**src/rtl/soc_run_monitor.sv**
```systemverilog
// Run supervisor for the SoC: drives fetch enable, watches PC / completion flag,
// and latches a pass / fail / timeout / stall verdict plus a fault-pulse count.
module soc_run_monitor #(
    parameter int unsigned TIMEOUT_CYCLES = 2000,
    parameter int unsigned STALL_CYCLES   = 64,
    parameter int unsigned ERR_CNT_W      = 8
) (
    input  logic                 clk_i,
    input  logic                 rst_ni,
    input  logic                 start_i,
    input  logic [31:0]          expected_i,
    input  logic [31:0]          instr_addr_i,
    input  logic [31:0]          mem_flag_i,
    input  logic [31:0]          mem_result_i,
    input  logic                 error_i,
    output logic                 fetch_enable_o,
    output logic                 done_o,
    output logic                 pass_o,
    output logic                 timeout_o,
    output logic                 stall_o,
    output logic [31:0]          result_o,
    output logic [31:0]          cycles_o,
    output logic [ERR_CNT_W-1:0] fault_cnt_o
);

    localparam int unsigned CNT_W = 32;
    localparam logic [CNT_W-1:0]     STALL_LAST   = CNT_W'(STALL_CYCLES - 1);
    localparam logic [CNT_W-1:0]     TIMEOUT_LAST = CNT_W'(TIMEOUT_CYCLES - 1);
    localparam logic [CNT_W-1:0]     CNT_ONE      = CNT_W'(1);
    localparam logic [ERR_CNT_W-1:0] FAULT_ONE    = ERR_CNT_W'(1);

    typedef enum logic [1:0] {
        IDLE = 2'd0,
        RUN  = 2'd1,
        DONE = 2'd2
    } state_e;

    state_e               state_q;
    logic [CNT_W-1:0]     last_addr_q;
    logic [CNT_W-1:0]     cycles_q;
    logic [CNT_W-1:0]     stall_cnt_q;
    logic [CNT_W-1:0]     result_q;
    logic [ERR_CNT_W-1:0] fault_cnt_q;
    logic                 err_q;
    logic                 fetch_q;
    logic                 done_q;
    logic                 pass_q;
    logic                 timeout_q;
    logic                 stall_q;

    logic                 addr_same;
    logic                 flag_hit;
    logic                 stall_hit;
    logic                 timeout_hit;
    logic [CNT_W-1:0]     cycles_d;
    logic [CNT_W-1:0]     stall_cnt_d;
    logic [ERR_CNT_W-1:0] fault_cnt_d;

    // Saturating counter updates and termination conditions for the current RUN cycle
    always_comb begin
        addr_same   = (instr_addr_i == last_addr_q);
        flag_hit    = (mem_flag_i != '0);
        stall_hit   = addr_same && (stall_cnt_q == STALL_LAST);
        timeout_hit = (cycles_q == TIMEOUT_LAST);
        cycles_d    = (cycles_q == '1) ? cycles_q : cycles_q + CNT_ONE;
        stall_cnt_d = addr_same ? stall_cnt_q + CNT_ONE : '0;
        fault_cnt_d = fault_cnt_q;
        if (error_i && !err_q && (fault_cnt_q != '1)) begin
            fault_cnt_d = fault_cnt_q + FAULT_ONE;
        end
    end

    always_ff @(posedge clk_i) begin
        if (!rst_ni) begin
            state_q     <= IDLE;
            last_addr_q <= '0;
            cycles_q    <= '0;
            stall_cnt_q <= '0;
            result_q    <= '0;
            fault_cnt_q <= '0;
            err_q       <= 1'b0;
            fetch_q     <= 1'b0;
            done_q      <= 1'b0;
            pass_q      <= 1'b0;
            timeout_q   <= 1'b0;
            stall_q     <= 1'b0;
        end else begin
            // Edge detector and address history track in every state
            err_q       <= error_i;
            last_addr_q <= instr_addr_i;
            case (state_q)
                IDLE, DONE: begin
                    if (start_i) begin
                        state_q     <= RUN;
                        fetch_q     <= 1'b1;
                        cycles_q    <= '0;
                        stall_cnt_q <= '0;
                        result_q    <= '0;
                        fault_cnt_q <= '0;
                        done_q      <= 1'b0;
                        pass_q      <= 1'b0;
                        timeout_q   <= 1'b0;
                        stall_q     <= 1'b0;
                    end
                end
                RUN: begin
                    cycles_q    <= cycles_d;
                    stall_cnt_q <= stall_cnt_d;
                    fault_cnt_q <= fault_cnt_d;
                    if (flag_hit) begin
                        result_q <= mem_result_i;
                        pass_q   <= (mem_result_i == expected_i);
                        done_q   <= 1'b1;
                        fetch_q  <= 1'b0;
                        state_q  <= DONE;
                    end else if (stall_hit) begin
                        stall_q <= 1'b1;
                        done_q  <= 1'b1;
                        fetch_q <= 1'b0;
                        state_q <= DONE;
                    end else if (timeout_hit) begin
                        timeout_q <= 1'b1;
                        done_q    <= 1'b1;
                        fetch_q   <= 1'b0;
                        state_q   <= DONE;
                    end
                end
                default: state_q <= IDLE;
            endcase
        end
    end

    assign fetch_enable_o = fetch_q;
    assign done_o         = done_q;
    assign pass_o         = pass_q;
    assign timeout_o      = timeout_q;
    assign stall_o        = stall_q;
    assign result_o       = result_q;
    assign cycles_o       = cycles_q;
    assign fault_cnt_o    = fault_cnt_q;

endmodule

```
**config.mk**
```make
export PLATFORM = sky130hd
export DESIGN_NAME = soc_run_monitor
export DESIGN_NICKNAME = d
export VERILOG_FILES = /design/src/rtl/soc_run_monitor.sv
export SDC_FILE = /design/constraint.sdc
export NUM_CORES = 1
export LEC_CHECK = 0
export ABC_CLOCK_PERIOD_IN_PS = 2400
export BUFFER_PORTS_ARGS = -buffer_cell sky130_fd_sc_hd__buf_2
export CAP_MARGIN = 30
export CORE_ASPECT_RATIO = 1.2
export CORE_MARGIN = 1.5
export CORE_UTILIZATION = 35
export DETAILED_ROUTE_END_ITERATION = 16
export SETUP_SLACK_MARGIN = 0.3
export SKIP_CTS_REPAIR_TIMING = 1
export SLEW_MARGIN = 20
export SYNTH_ARGS = -nofsm -noshare
export SYNTH_HDL_FRONTEND = slang
export SYNTH_SLANG_ARGS = --single-unit
```
**constraint.sdc**
```tcl
create_clock -name clk_i -period 2.4 [get_ports clk_i]
set_clock_uncertainty 0.1 [all_clocks]
set_input_delay 0.12 -clock clk_i [delete_from_list [all_inputs] [get_ports clk_i]]
set_output_delay 0.12 -clock clk_i [all_outputs]
set_load 0.005 [all_outputs]
```
==> qor.yml <==
run_status:
  status: "complete, no violations"
synth:
  synth_xor_area_share_pct: 9.69
  synthesis.instances: 856
  synth_common_cells: "dfxtp_1, nand2_1, xnor2_1"
  ys.flop_type: "dfxtp_1"
  yosys.area.top_type_share_pct: 39.9
  synth_edf_count: 0
  synth-seq-cells: 144
  synth_compound_area_share_pct: 17.5
  yosys_warnings: 0
  synth_top_cell_by_area: "dfxtp_1"
  synthesis.area_um2: 7230
  ys_types: 53
  yosysSeqAreaShare_pct: 39.9
  async_flop_share_pct: 0
  synthAdderAreaFrac_pct: 0.519
  muxShareOfSynthArea_pct: 0.554
  synth-simple-area-share_pct: 28.1
  yosys-top-cells-area: "dfxtp_1, xnor2_1, o211ai_1"
  syn_nets: 991
  synth_top_family_by_area: "simple AND/OR/NAND/NOR gates"
  avgSynthCellArea_um2: 8.44
  synth.most_common_cell: "dfxtp_1"
drt:
  viasPerCell: 5.36
  wl_per_cell_um: 16.3
  drtIter0Drc: 564
  routed_wl_um: 23200
  drc: 0
  drtPass1Iterations: 5
  vias: 7656
  ant_nets: 0
worst_setup_path:
  worstSetupEndpointType: "flip-flop"
  worst_setup_path_start_kind: "flip-flop"
  ff2ff_path_depth: 5
  crit_arrival_ps: 2300
  crit_type: "flip-flop to flip-flop"
  cp_max_fo: 8
  worstPathRequired_ps: 2650
final_layout:
  finalNetCount: 1284
  multi_input_area_um2: 4180
  regArea_um2: 2930
  area_growth_pct: 41.8
  drive_above_1_share_pct: 30.6
  fillers: 1956
grt:
  grt_use_total_pct: 20.2
  gr-total-overflow: 0
  grt_pass1_wl_um: 34800
  first_global_vias: 6682
  grt_max_degree: 39
  antenna_found_initial: 1
sta:
  slew_headroom_pct: 53.5
  setup_viol: 0
  hold_viol: 0
  finalCritPeriodShare_pct: 85.4
  fin_tns_setup_ps: 0
  grt_setup_unrepaired: "yes"
  fin_ws_ps: 351
  drv_slew: 0
  clock.fmax_mhz: 488
  min_period_ps: 2050
  worstMarginPinSlew_ps: 694
clocking:
  tritoncts: "yes"
  numCtsBuffers: 17
  cts_sinks: 144
  path_clk_slew_ps: 60
  cts.path.max_buffers: 2
  insertion_delay_ps: 420
  htree_levels: 4
  root_buffer: "clkbuf_16"
placed_design:
  place.gp.congestion: 0.782
  dpl.hpwl_um: 16100
  portBuffers: 208
  pre_cts_slack_ps: 201
power:
  power_uw: 5850
  power_density_nw_per_um2: 571
  ir_worst_vdd_v: 0.000565
  power.leakage_uw: 0.00406
worst_hold_path:
  hold_path.class: "input pin to flip-flop"
  holdPathStages: 6
floorplan:
  die_h_um: 160
  rows: 57
  start_util_pct: 35.7
  ios: 209
  core_um2: 20300
  die_area_um2: 21500
  die_x_um: 134
job:
  cap_violations: 0
-- stage by stage --
step | instances | instance area, um2 | util, % | hold WS [ps]
4_1_cts | 1343 | 9330 | 46.1 | -193
3_5_place_dp | 1311 | 8720 | 43.0 | 253
3_3_place_gp | 1311 | 8720 | 43.0 | 249
2_1_floorplan | 856 | 7230 | - | 142
5_1_grt | 1428 | 10200 | 50.6 | 97.9
6_report | 1428 | 10200 | 50.6 | 43.0
-- layer usage --
layer	part of all wire [%]	track usage, %
met1	42	24.4
met3	4.8	4.80
met4	2.7	8.26
met2	51	34.2
met5	0	0
-- power breakdown --
group          total, uW  internal (uW)  switching (uW)
Sequential          2470           2440            27.9
Combinational        624            320             303
Clock               2750           1650            1100
-- logic make-up after synthesis --
logic type      after synthesis
flops                       144
simple gates                366
buf+inv                      67
mux                           4
fa+ha+maj                     3
xor+xnor                     80
compound gates              192
-- worst paths after layout --
| kind | start | end | slack [ps] |
|---|---|---|---|
| worst max-delay path | cycles_o[13]$_SDFFE_PN0P_ | cycles_o[31]$_SDFFE_PN0P_ | 350 |
| worst min-delay path | expected_i[22] | pass_o$_SDFFE_PN0P_ | 40 |
| worst max register to register | cycles_o[13]$_SDFFE_PN0P_ | cycles_o[31]$_SDFFE_PN0P_ | 350 |
| worst min register to register | result_o[13]$_SDFFE_PN0P_ | result_o[13]$_SDFFE_PN0P_ | 360 |
-- cells in the final DEF (no fill, tap or decap), types with 4 or more instances in the layout --
cell type      Yosys  layout
buf_4              2      54
buf_2              4     208
dfxtp_4            0       4
and4_4             0       4
clkbuf_16          0      17
mux2i_1            4       4
or4_1             16      13
o31ai_1            8       8
xor2_1            14      14
inv_6              0       4
nand2_1           81      79
clkinv_4           0       4
xnor2_1           66      66
and2_1            39      38
nand3_1           58      57
and3_1            14      13
a31oi_1            6       6
o211ai_1          58      58
a21oi_1           62      62
a41oi_1            4       4
o21ai_0           31      31
nor2_1            26      26
dfxtp_1          144     116
nand4_1           41      41
dlygate4sd3_1      0      68
inv_1              9       9
and4_1            13       7
or3_1             15      15
nor3_1            16      14
dfxtp_2            0      24
nor4_1            28      27
-- registers in the layout (all words and copies together), names as in the netlist --
name	count
cycles_o	32
done_o	1
err_q	1
fault_cnt_o	8
fetch_enable_o	1
last_addr_q	32
pass_o	1
result_o	32
stall_cnt_q	32
stall_o	1
state_q	2
timeout_o	1
-- worst max-delay path, stage by stage (launching register included) --
cell and delay [ps]:
dfxtp_2 410, and4_4 290, nand4_4 90, or4_1 510, or4_1 420, a21oi_1 140
-- final cells by class --
class	instances	share of cell area [%]
Tap cell	265	3.24
Antenna cell	1	0.0244
Clock inverter	14	1.76
Timing Repair Buffer	332	21.1
Sequential cell	144	28.6
Clock buffer	18	4.19
Inverter	9	0.330
Multi-Input combinational cell	645	40.8
(Power assumes the default switching activity.)
